===== src/rtl/axi_wb.sv =====
// FIFO-to-AXI4 write burst master: one INCR burst of len+1 32-bit beats per start.
// Define AXI_WB_BRESP_CHECK_EN to flag non-OKAY write responses on err (sticky).
module axi_wb #(
  parameter int ADDR_WIDTH = 16
) (
  input  logic                  clk,
  input  logic                  rst,
  input  logic                  start,
  input  logic [ADDR_WIDTH-1:0] base_addr,
  input  logic [7:0]            len,
  input  logic [31:0]           fifo_out_data,
  input  logic                  fifo_read_ready,
  output logic                  fifo_read_valid,
  output logic [ADDR_WIDTH-1:0] s_axi_awaddr,
  output logic [1:0]            s_axi_awburst,
  output logic [7:0]            s_axi_awlen,
  output logic [2:0]            s_axi_awsize,
  output logic                  s_axi_awvalid,
  input  logic                  s_axi_awready,
  output logic [31:0]           s_axi_wdata,
  output logic [3:0]            s_axi_wstrb,
  output logic                  s_axi_wlast,
  output logic                  s_axi_wvalid,
  input  logic                  s_axi_wready,
  input  logic [1:0]            s_axi_bresp,
  input  logic                  s_axi_bvalid,
  output logic                  s_axi_bready,
  output logic                  busy,
  output logic                  valid,
  output logic                  err
);

  localparam logic [2:0] S_IDLE = 3'd0;
  localparam logic [2:0] S_ADDR = 3'd1;
  localparam logic [2:0] S_DATA = 3'd2;
  localparam logic [2:0] S_RESP = 3'd3;
  localparam logic [2:0] S_DONE = 3'd4;

  logic [2:0]            state;
  logic [ADDR_WIDTH-1:0] addr_q;
  logic [7:0]            len_q;
  logic [7:0]            beat_q;

  logic in_addr;
  logic in_data;
  logic in_resp;
  logic in_done;
  logic w_hs;
  logic b_hs;

  // Gating with rst keeps handshakes quiet during reset itself.
  assign in_addr = (state == S_ADDR) & ~rst;
  assign in_data = (state == S_DATA) & ~rst;
  assign in_resp = (state == S_RESP) & ~rst;
  assign in_done = (state == S_DONE) & ~rst;

  assign s_axi_awvalid = in_addr;
  assign s_axi_awaddr  = addr_q;
  assign s_axi_awlen   = len_q;
  assign s_axi_awburst = 2'b01;
  assign s_axi_awsize  = 3'd2;

  assign s_axi_wvalid  = in_data & fifo_read_ready;
  assign s_axi_wdata   = fifo_out_data;
  assign s_axi_wstrb   = 4'hF;
  assign s_axi_wlast   = in_data & (beat_q == len_q);
  assign fifo_read_valid = s_axi_wvalid & s_axi_wready;

  assign s_axi_bready = in_resp;
  assign valid        = in_done;
  assign busy         = (state != S_IDLE) & ~rst;

  assign w_hs = fifo_read_valid;
  assign b_hs = in_resp & s_axi_bvalid;

  always_ff @(posedge clk or posedge rst) begin
    if (rst) begin
      state  <= S_IDLE;
      addr_q <= '0;
      len_q  <= '0;
      beat_q <= '0;
    end else begin
      case (state)
        S_IDLE: begin
          if (start) begin
            addr_q <= base_addr;
            len_q  <= len;
            beat_q <= '0;
            state  <= S_ADDR;
          end
        end
        S_ADDR: begin
          if (s_axi_awready) state <= S_DATA;
        end
        S_DATA: begin
          if (w_hs) begin
            beat_q <= beat_q + 8'd1;
            if (s_axi_wlast) state <= S_RESP;
          end
        end
        S_RESP: begin
          if (s_axi_bvalid) state <= S_DONE;
        end
        S_DONE:  state <= S_IDLE;
        default: state <= S_IDLE;
      endcase
    end
  end

`ifdef AXI_WB_BRESP_CHECK_EN
  logic err_q;

  always_ff @(posedge clk or posedge rst) begin
    if (rst) begin
      err_q <= 1'b0;
    end else if (b_hs && s_axi_bresp != 2'b00) begin
      err_q <= 1'b1;
    end
  end

  assign err = err_q;
`else
  logic unused_bresp;

  assign unused_bresp = ^{s_axi_bresp, b_hs};
  assign err = 1'b0;
`endif

endmodule


===== config.mk =====
export PLATFORM = sky130hd
export DESIGN_NAME = axi_wb
export DESIGN_NICKNAME = d
export VERILOG_FILES = /design/src/rtl/axi_wb.sv
export SDC_FILE = /design/constraint.sdc
export NUM_CORES = 1
export LEC_CHECK = 0
export BUFFER_PORTS_ARGS = -buffer_cell sky130_fd_sc_hd__buf_4
export CAP_MARGIN = 15
export CORE_MARGIN = 2
export CORE_UTILIZATION = 41
export DETAILED_ROUTE_END_ITERATION = 6
export GPL_ROUTABILITY_DRIVEN = 0
export PLACE_DENSITY = 0.91
export SLEW_MARGIN = 20
export SYNTH_ARGS = -nofsm -noshare
export SYNTH_HDL_FRONTEND = slang
export SYNTH_SLANG_ARGS = --single-unit

===== constraint.sdc =====
create_clock -name clk -period 2.3 [get_ports clk]
set_clock_uncertainty 0.05 [all_clocks]
set_input_delay 0.345 -clock clk [delete_from_list [all_inputs] [get_ports clk]]
set_output_delay 0.345 -clock clk [all_outputs]
set_load 0.005 [all_outputs]

==> reports/summary.md, run 1 <==
## Status
- **status** finished clean

## Clock tree
- **number of instances resized during post-cts repair** 0
- **CTS Buffer Depth** 2
- **CTS H-tree depth** 2
- **setup bufs post-CTS** 0
- **CTS sink count** 35
- **CTS root buf** sky130_fd_sc_hd__clkbuf_8
- **Skew-Pair Late Insertion Delay** 0.28 ns
- **clock transition time at the flip-flop clock pins of the worst setup and hold paths** 0.07 ns
- **clock tree from TritonCTS** yes
- **clock buffer count from CTS** 5

## Worst setup path
- **element type at the critical path start** flop
- **largest driver fanout on the critical path** 10
- **data required time at the worst endpoint** 1.90 ns
- **Critical Path Source** state[0]
- **CP Capture Type** primary output
- **arrival time worst endpoint** 1.78 ns
- **start of the worst register-to-register path** state[0]
- **category of the critical setup timing path** flop to primary output

## Routing
- **First DRT Iteration DRCs** 49
- **total vias in the final route** 1309
- **Final ANT Viol Nets** 0
- **Avg Vias per Cell** 4.958
- **total detailed-routing wirelength** 3676 µm
- **drt first pass iters** 4
- **residual DRC count** 0
- **Routed WL per cell** 13.92 µm

## Logic synthesis
- **count of distinct cell types in the synthesized netlist** 32
- **flip-flop and latch count after synthesis** 35
- **average footprint of a synthesized cell** 10.83 µm²
- **netlist area before placement** 0.001938 mm²
- **post-synthesis cell count** 179
- **count of warnings emitted by yosys** 0
- **sequential cell area fraction in the yosys report** 0.4519

## Placed design
- **DPL Wire Length** 2710 µm
- **Buffers on Ports** 61

## Timing
- **fmax** 459.7 MHz
- **setup total negative slack** 0 ns
- **setup-violating endpoint count in the final report** 0
- **Final Max Slew Viols** 0
- **WHS** 0.2253 ns
- **crit path time final** 2.175 ns
- **period utilisation layout** 0.9457
- **unrepaired setup endpoints after global routing** false
- **hold violation total from the final report** 0

## Floorplanning
- **Core Rows** 25
- **width of the die** 72.76 µm
- **floorplan core area** 0.004629 mm²
- **Boundary Pins** 138
- **die boundary height** 72.76 µm
- **initial core utilization** 0.4186
- **DIE AREA** 0.005293 mm²

## Worst hold path
- **Hold Path Class** input pin to flop
- **startpoint of the lowest-slack hold path** base_addr[2]

## Power and ir drop
- **power per cell area** 1134 mW/mm²
- **total leakage power** 1.066 nW
- **worst vdd ir** 622.7 µV

## Job
- **number of maximum-capacitance constraint violations** 0

## Global routing
- **Total Routing Usage GR** 0.1506
- **maximum number of pins on one net before global-route repair** 34
- **vias in the first global route** 1348
- **number of antenna violations at the first check in global routing** 0
- **aggregate global routing overflow** 0
- **global-route wire length before repair** 6092 µm

## Finish
- **antenna fix cells** 0
- **fin util** 0.4878
- **layout cells sized above 1** 0.4571
- **synth-to-layout area growth** 16.53%
- **Post-layout nets** 275

-- report_power, final --
group | leakage (nW) | internal [mW] | switching [mW]
registers | 0.432 | 0.865 | 0.203
logic | 0.582 | 0.634 | 0.374
clock network | 0.0515 | 0.273 | 0.211
-- final cells by class --
cell class	instances	area [µm²]
fill	428	2371
sequential	35	875.8
multi-input combinational	100	720.7
timing repair buffer	64	483.0
clock buffer	8	100.1
tap	54	67.56
inverter	3	11.26
-- placed cells by master, fill, tap and decap left out, types with 3 or more instances in the layout --
| cell type | Yosys | layout |
|---|---|---|
| sky130_fd_sc_hd__nand2_1 | 8 | 8 |
| sky130_fd_sc_hd__nor4_1 | 4 | 4 |
| sky130_fd_sc_hd__inv_1 | 3 | 3 |
| sky130_fd_sc_hd__clkbuf_8 | 0 | 7 |
| sky130_fd_sc_hd__xor2_1 | 5 | 5 |
| sky130_fd_sc_hd__a21oi_1 | 3 | 3 |
| sky130_fd_sc_hd__buf_4 | 42 | 63 |
| sky130_fd_sc_hd__xnor2_1 | 9 | 9 |
| sky130_fd_sc_hd__nor2_1 | 8 | 8 |
| sky130_fd_sc_hd__conb_1 | 2 | 10 |
| sky130_fd_sc_hd__mux2_2 | 22 | 22 |
| sky130_fd_sc_hd__nor3_1 | 6 | 6 |
| sky130_fd_sc_hd__dfrtp_1 | 35 | 35 |
| sky130_fd_sc_hd__nand4_1 | 3 | 3 |
-- kinds of logic after synthesis --
family,Yosys count,share of synthesized area
buf+inv,52,0.1917
flops,35,0.4519
compound gates,8,0.02194
fa+ha+maj,1,0.006455
other cells,2,0.003875
xor+xnor,14,0.06327
simple gates,42,0.1162
mux,25,0.1446
-- Yosys cell counts, drive strengths merged --
cell type | count | area share
nand2 | 8 | 0.015
mux2i | 1 | 0.0052
or3 | 1 | 0.0032
inv | 3 | 0.0058
conb | 2 | 0.0039
nand4 | 3 | 0.0097
nor3 | 6 | 0.015
or4b | 1 | 0.0071
nor2 | 10 | 0.022
ha | 1 | 0.0065
nor3b | 1 | 0.0039
xor2 | 5 | 0.023
clkbuf | 2 | 0.0039
buf | 47 | 0.18
or2 | 1 | 0.0032
a21oi | 3 | 0.0077
or2b | 1 | 0.0039
nand3 | 2 | 0.0052
nor4 | 4 | 0.013
o21ai | 3 | 0.0077
nor4b | 1 | 0.0045
a31oi | 2 | 0.0065
xnor2 | 9 | 0.041
dfrtp | 35 | 0.45
mux2 | 24 | 0.14
and3 | 1 | 0.0032
nand2b | 2 | 0.0065
-- metal layers --
layer  track usage  vias to the layer above  routed length, µm
met3       0.05663                       16                318
met5             0                        -                  0
met4       0.08642                        0                104
met1        0.1713                      624               1504
li1              -                      604                  -
met2        0.2424                       65               1749
-- stage by stage --
step	worst slack, ns	power (mW)	std cells	cell area, µm²
floorplan	0.4879	1.661	187	1968
global placement	0.4394	2.058	255	2148
detailed placement	0.4233	2.104	255	2148
CTS	0.1109	2.597	264	2258
global route	0.02137	2.746	264	2258
finish	0.1248	2.560	264	2258
-- path summary, 6_finish.rpt --
check                                  end  slack [ns]  depth (start not counted)
min reg2reg                s_axi_awaddr[2]        0.45                          1
max in group asynchronous   s_axi_awlen[0]        1.13                          4
max                            s_axi_wlast        0.12                          3
min in group asynchronous         state[2]        0.46                          3
min                        s_axi_awaddr[2]        0.23                          2
max reg2reg                      beat_q[5]        0.45                          4
-- worst max-delay path: stages, from the launching register on --
cell and delay [ns]:
sky130_fd_sc_hd__dfrtp_1 0.47, sky130_fd_sc_hd__or4b_4 0.62, sky130_fd_sc_hd__nor3_1 0.26, sky130_fd_sc_hd__buf_4 0.15
-- what timing repair did --
item | in CTS | in global routing
endpoints found under the hold margin | 2 | 0
hold buffers | 1 | 0
setup endpoints to repair | 0 | 0
-- state kept, by name (all words and copies together) (netlist names) --
signal and count:
state 3, s_axi_awaddr 16, s_axi_awlen 8, beat_q 8
Note: power is estimated with default switching activity, not from simulation.
==> run 2: changes to the inputs <==
--- a/config.mk
+++ b/config.mk
@@ -8,10 +8,10 @@
 export BUFFER_PORTS_ARGS = -buffer_cell sky130_fd_sc_hd__buf_4
 export CAP_MARGIN = 15
 export CORE_MARGIN = 2
-export CORE_UTILIZATION = 41
+export CORE_UTILIZATION = 44
 export DETAILED_ROUTE_END_ITERATION = 6
 export GPL_ROUTABILITY_DRIVEN = 0
-export PLACE_DENSITY = 0.91
+export PLACE_DENSITY = 0.95
 export SLEW_MARGIN = 20
 export SYNTH_ARGS = -nofsm -noshare
 export SYNTH_HDL_FRONTEND = slang
==> constraint.sdc (replaced) <==
create_clock -name clk -period 2.7 [get_ports clk]
set_clock_uncertainty 0.05 [all_clocks]
set_input_delay 0.405 -clock clk [delete_from_list [all_inputs] [get_ports clk]]
set_output_delay 0.405 -clock clk [all_outputs]
set_load 0.005 [all_outputs]
==> run 2 against run 1 <==
Via count fell by 2.2%; total power is 15% lower; register-to-register slack gained 0.38 ns; sequential cell count did not move; core utilization up 3.5 points; routed wire length down 5.4%; sequential power is 16% lower.
==> reports/summary.md, run 2 (synthesis results as in run 1) <==
## Routing
- **Avg Vias per Cell** 4.904, -1.1%
- **total vias in the final route** 1280, -2.2%
- **total detailed-routing wirelength** 3479 µm, -5.4%
- **residual DRC count** 0, unchanged
- **Final ANT Viol Nets** 0, unchanged
- **Routed WL per cell** 13.33 µm, -4.3%
- **drt first pass iters** 4, unchanged
- **First DRT Iteration DRCs** 51, +4.1%

## Worst setup path
- **arrival time worst endpoint** 1.79 ns, about the same
- **CP Capture Type** primary output
- **category of the critical setup timing path** flop to primary output
- **start of the worst register-to-register path** state[0]
- **capture point of the worst reg-to-reg path** beat_q[5]
- **critical path capture point** s_axi_wlast
- **reg2reg setup slack** 0.83 ns, +0.38 ns
- **largest driver fanout on the critical path** 5, -5
- **element type at the critical path start** flop
- **Critical Path Source** beat_q[4]
- **Register-to-Register Path Depth** 4, unchanged
- **data required time at the worst endpoint** 2.25 ns, +0.35 ns

## Finish
- **max FFs per register** 16, unchanged
- **commonest non-fill, non-tap cell in the layout** sky130_fd_sc_hd__buf_4
- **Post-layout nets** 274, -0.36%
- **most used cells in the layout excluding fill and tap cells** sky130_fd_sc_hd__buf_4, sky130_fd_sc_hd__dfrtp_1, sky130_fd_sc_hd__mux2_2, sky130_fd_sc_hd__conb_1, sky130_fd_sc_hd__xnor2_1
- **non-filler instance count after layout** 261, -1.1%
- **antenna fix cells** 0, unchanged
- **layout cells sized above 1** 0.4593, +0.002187
- **combined area of the multi-input logic cells** 720.7 µm², unchanged
- **final-layout fill cell count** 374, -13%
- **synth-to-layout area growth** 15.88%
- **sequential cell area** 875.8 µm², unchanged

## Floorplanning
- **Core Rows** 24, -4.0%
- **die boundary height** 70.37 µm, -3.3%
- **width of the die** 70.37 µm, -3.3%
- **Boundary Pins** 138, unchanged
- **floorplan core area** 0.004294 mm², -7.2%
- **initial core utilization** 0.4513, +0.03269
- **DIE AREA** 0.004952 mm², -6.4%

## Clock tree
- **CTS root buf** sky130_fd_sc_hd__clkbuf_8
- **clock transition time at the flip-flop clock pins of the worst setup and hold paths** 0.07 ns, about the same
- **Skew-Pair Late Insertion Delay** 0.28 ns, about the same
- **number of instances resized during post-cts repair** 0, unchanged
- **CTS sink count** 35, unchanged
- **clock buffer count from CTS** 5, unchanged
- **setup bufs post-CTS** 0, unchanged
- **total of hold buffers inserted after clock tree synthesis** 0, -1
- **clock tree from TritonCTS** yes
- **CTS H-tree depth** 2, unchanged
- **CTS Buffer Depth** 2, unchanged

## Power and ir drop
- **total leakage power** 1.062 nW, -0.39%
- **power per cell area** 967.1 mW/mm², -15%
- **worst vdd ir** 447.4 µV, -28%

## Global routing
- **maximum number of pins on one net before global-route repair** 32, -5.9%
- **Total Routing Usage GR** 0.1464, -0.004234
- **aggregate global routing overflow** 0, unchanged
- **number of antenna violations at the first check in global routing** 0, unchanged
- **vias in the first global route** 1290, -4.3%
- **global-route wire length before repair** 5747 µm, -5.7%

## Placed design
- **Buffers on Ports** 61, unchanged
- **total instance count after detailed placement** 253, -0.78%
- **minimum setup slack after placement** 0.7690 ns, +0.3457 ns
- **DPL Wire Length** 2562 µm, -5.4%

## Timing
- **period utilisation layout** 0.8321
- **setup total negative slack** 0 ns, unchanged
- **crit path time final** 2.247 ns
- **unrepaired setup endpoints after global routing** false
- **WHS** 0.1345 ns, -0.09079 ns
- **setup-violating endpoint count in the final report** 0, unchanged
- **fmax** 445.1 MHz
- **Final Max Slew Viols** 0, unchanged
- **hold violation total from the final report** 0, unchanged
- **Worst Setup Slack, final** 0.4534 ns, +0.3286 ns

## Worst hold path
- **Hold Path Class** input pin to async pin

## Status
- **status** finished clean

## Job
- **number of maximum-capacitance constraint violations** 0, unchanged

run 2: changes by cell type in the layout (fill, tap and decap cells not counted):
cell	delta
sky130_fd_sc_hd__dlygate4sd3_1	-1
run 2: area by class of cell:
cell class              count  share of cell area
well taps                  52             0.02897
flip-flops and latches     35              0.3900
multi-input cells         100              0.3209
clock buffers               8             0.04457
repair buffers             63              0.2106
inverters                   3            0.005014
run 2: per-stage QoR:
| stage | total power [mW] | util | instance area [µm²] |
|---|---|---|---|
| floorplan | 1.415 | - | 1968 |
| global placement | 1.746 | 0.4997 | 2146 |
| detailed placement | 1.779 | 0.4997 | 2146 |
| CTS | 2.201 | 0.5230 | 2246 |
| global route | 2.325 | 0.5230 | 2246 |
| finish | 2.172 | 0.5230 | 2246 |
run 2: worst min path at each step:
stage | start | endpoint | slack (ns) | cells after the start
global placement | s_axi_awaddr[2] | s_axi_awaddr[2] | 0.42 | 1
finish | rst | s_axi_awaddr[11] | 0.13 | 2
floorplan | s_axi_awaddr[2] | s_axi_awaddr[2] | 0.43 | 1
detailed placement | s_axi_awaddr[2] | s_axi_awaddr[2] | 0.43 | 1
CTS | rst | s_axi_awaddr[11] | 0.15 | 2
global route | rst | s_axi_awaddr[11] | 0.18 | 2
run 2: layer usage:
layer,share of wire,track usage
met1,0.40,0.1619
met2,0.51,0.2484
met3,0.075,0.05195
met4,0.016,0.07051
met5,0,0
run 2: power breakdown:
group | leakage, nW | total [mW] | internal [mW] | switching, mW
Clock | 0.0515 | 0.417 | 0.233 | 0.184
Sequential | 0.432 | 0.904 | 0.736 | 0.168
Combinational | 0.578 | 0.850 | 0.538 | 0.312
Total | 1.06 | 2.17 | 1.51 | 0.664
run 2: worst max-delay path, cell delays in order, from the launching register on:
cell and delay (ns):
sky130_fd_sc_hd__dfrtp_1 0.45, sky130_fd_sc_hd__xor2_1 0.18, sky130_fd_sc_hd__nor4_1 0.32, sky130_fd_sc_hd__nand4_1 0.19
sky130_fd_sc_hd__nor3_1 0.22, sky130_fd_sc_hd__buf_4 0.14
==> run 3: changes to the inputs <==
--- a/config.mk
+++ b/config.mk
@@ -8,10 +8,10 @@
 export BUFFER_PORTS_ARGS = -buffer_cell sky130_fd_sc_hd__buf_4
 export CAP_MARGIN = 15
 export CORE_MARGIN = 2
-export CORE_UTILIZATION = 44
+export CORE_UTILIZATION = 37
 export DETAILED_ROUTE_END_ITERATION = 6
 export GPL_ROUTABILITY_DRIVEN = 0
-export PLACE_DENSITY = 0.95
+export PLACE_DENSITY = 0.88
 export SLEW_MARGIN = 20
 export SYNTH_ARGS = -nofsm -noshare
 export SYNTH_HDL_FRONTEND = slang
==> constraint.sdc (replaced) <==
create_clock -name clk -period 1.8 [get_ports clk]
set_clock_uncertainty 0.05 [all_clocks]
set_input_delay 0.27 -clock clk [delete_from_list [all_inputs] [get_ports clk]]
set_output_delay 0.27 -clock clk [all_outputs]
set_load 0.005 [all_outputs]
==> run 3 against run 2 <==
The run now ends with setup timing left; non-clock buffer count increased by 13; register-to-register slack got worse by 0.75 ns; combinational power is 76% higher; largest power group is now combinational cells; via count grew 6.9%; first-iteration DRC count down 29%; global-route usage is 0.99 points lower; routed wire length grew 13%; die area grew 18%; critical endpoint unchanged; sequential share of layout area shrank 2.7 points.
==> reports/summary.md, run 3 (synthesis results as in run 1) <==
## Status
- **status** finished with violations
- **failing checks** setup timing

## Floorplanning
- **Boundary Pins** 138, unchanged
- **floorplan core area** 0.005075 mm², +18%
- **DIE AREA** 0.005833 mm², +18%
- **initial core utilization** 0.3819, -0.06944
- **die boundary height** 76.38 µm, +8.5%
- **Core Rows** 26, +8.3%
- **width of the die** 76.38 µm, +8.5%

## Timing
- **period utilisation layout** 1.059
- **Final Max Slew Viols** 0, unchanged
- **setup-violating endpoint count in the final report** 2, +2
- **crit path time final** 1.907 ns
- **Worst Setup Slack, final** -0.1067 ns, -0.5602 ns
- **hold violation total from the final report** 0, unchanged
- **unrepaired setup endpoints after global routing** true
- **fmax** 524.5 MHz
- **WHS** 0.01837 ns, -0.1161 ns

## Worst setup path
- **reg2reg setup slack** 0.08 ns, -0.75 ns
- **start of the worst register-to-register path** state[0]
- **element type at the critical path start** flop
- **Register-to-Register Path Depth** 5, +1
- **capture point of the worst reg-to-reg path** s_axi_awlen[2]
- **delay contributed by the slowest stage of the critical path** 0.58 ns, +0.13 ns
- **CP Capture Type** primary output
- **count of buffer and inverter cells on the critical path** 1, unchanged
- **Max stage delay cell, worst path** sky130_fd_sc_hd__or4b_4
- **category of the critical setup timing path** flop to primary output
- **data required time at the worst endpoint** 1.48 ns, -0.77 ns
- **largest driver fanout on the critical path** 5, unchanged
- **CP cell instances** or4b_4, nor3_2, buf_4
- **top cell family by delay on the critical path** simple AND/OR/NAND/NOR gates
- **arrival time worst endpoint** 1.59 ns, -0.20 ns

## Worst hold path
- **Hold Path Class** input pin to async pin

## Clock tree
- **clock transition time at the flip-flop clock pins of the worst setup and hold paths** 0.07 ns, about the same
- **CTS sink count** 35, unchanged
- **clock tree from TritonCTS** yes
- **total of hold buffers inserted after clock tree synthesis** 0, unchanged
- **CTS root buf** sky130_fd_sc_hd__clkbuf_8
- **clock buffer count from CTS** 5, unchanged
- **CTS H-tree depth** 2, unchanged
- **CTS Buffer Depth** 2, unchanged
- **Skew-Pair Late Insertion Delay** 0.28 ns, about the same

## Routing
- **residual DRC count** 0, unchanged
- **drt first pass iters** 4, unchanged
- **First DRT Iteration DRCs** 36, -29%
- **Avg Vias per Cell** 4.685, -4.5%
- **total detailed-routing wirelength** 3934 µm, +13%
- **Final ANT Viol Nets** 0, unchanged
- **Routed WL per cell** 13.47 µm, +1.1%
- **total vias in the final route** 1368, +6.9%

## Finish
- **max FFs per register** 16, unchanged
- **synth-to-layout area growth** 24.53%
- **Post-layout nets** 287, +4.7%
- **commonest non-fill, non-tap cell in the layout** sky130_fd_sc_hd__buf_4
- **final-layout fill cell count** 479, +28%
- **final design instance area without fill** 0.002414 mm², +7.5%
- **most used cells in the layout excluding fill and tap cells** sky130_fd_sc_hd__buf_4, sky130_fd_sc_hd__dfrtp_1, sky130_fd_sc_hd__mux2_2, sky130_fd_sc_hd__conb_1, sky130_fd_sc_hd__xnor2_1
- **non-filler instance count after layout** 292, +12%
- **antenna fix cells** 0, unchanged
- **layout cells sized above 1** 0.5180, +0.05869

## Placed design
- **Buffers on Ports** 61, unchanged
- **total instance count after detailed placement** 279, +10%
- **DPL Wire Length** 2902 µm, +13%
- **placed standard-cell area** 0.002228 mm², +3.8%

## Global routing
- **maximum number of pins on one net before global-route repair** 21, -34%
- **number of antenna violations at the first check in global routing** 0, unchanged
- **vias in the first global route** 1482, +15%
- **Total Routing Usage GR** 0.1365, -0.009923
- **aggregate global routing overflow** 0, unchanged
- **global-route wire length before repair** 6430 µm, +12%

## Power and ir drop
- **total leakage power** 1.153 nW, +8.6%
- **worst vdd ir** 902.1 µV, +100%
- **power per cell area** 1388 mW/mm², +44%
- **total power after layout** 3.350 mW, +54%

## Job
- **number of maximum-capacitance constraint violations** 0, unchanged

==> run 3: cell count changes in the layout (fill, tap and decap cells not counted), sizes merged <==
cell    before  now
buf         63   76
clkbuf       8    7
clkinv       0    1
==> run 3: cell type report <==
cell class                      count  area, µm²  area share
Clock buffer                        7      76.32     0.03162
Clock inverter                      1      5.005    0.002074
Inverter                            3      11.26    0.004666
Multi-Input combinational cell    100      775.7      0.3214
Sequential cell                    35      875.8      0.3629
Tap cell                           70      87.58     0.03629
Timing Repair Buffer               76      581.8      0.2411
==> run 3: worst register-to-register path, stage by stage (launching register included) <==
cell	delay, ns
sky130_fd_sc_hd__dfrtp_1	0.39
sky130_fd_sc_hd__buf_4	0.17
sky130_fd_sc_hd__nor2_1	0.16
sky130_fd_sc_hd__and3_1	0.25
sky130_fd_sc_hd__buf_6	0.22
sky130_fd_sc_hd__mux2_2	0.37
==> run 3: worst max-delay path by stage <==
stage	start	cells after the start	end
2_1_floorplan	state[0]	6	beat_q[5]
3_3_place_gp	rst	5	beat_q[5]
3_5_place_dp	state[2]	4	beat_q[5]
4_1_cts	state[0]	3	s_axi_wlast
5_1_grt	s_axi_awlen[0]	5	s_axi_wlast
6_report	state[2]	3	s_axi_wlast
==> run 3: metal layers <==
layer | GRT usage | routed length (µm) | part of all wire | up-vias
met2 | 0.2292 | 2025 | 0.51 | 64
met1 | 0.1535 | 1512 | 0.38 | 653
li1 | - | - | - | 628
met3 | 0.04147 | 275 | 0.070 | 23
met5 | 0 | 0 | 0 | -
met4 | 0.07818 | 121 | 0.031 | 0
==> run 3: stage by stage <==
stage	setup TNS (ns)	setup slack [ns]	util
after floorplan	-0.02419	-0.01210	-
after global placement	0	0.08544	0.4391
after detailed placement	0	0.01395	0.4391
after CTS	-0.2281	-0.1102	0.4667
after global routing	-0.5644	-0.2416	0.4756
final	-0.1204	-0.1067	0.4756
==> run 3: power by group <==
part,switching (mW),total (mW),leakage (nW),internal [mW]
logic,0.584,1.50,0.679,0.914
registers,0.210,1.32,0.432,1.11
clock network,0.265,0.536,0.0422,0.271
total,1.06,3.35,1.15,2.29
==> run 3: repair_timing <==
action                     4_1_cts  5_1_grt
buffers inserted                 4        1
setup endpoints to repair        3       21
resized for setup                5        8
pin swaps                        5        6
hold endpoints to repair         0        0
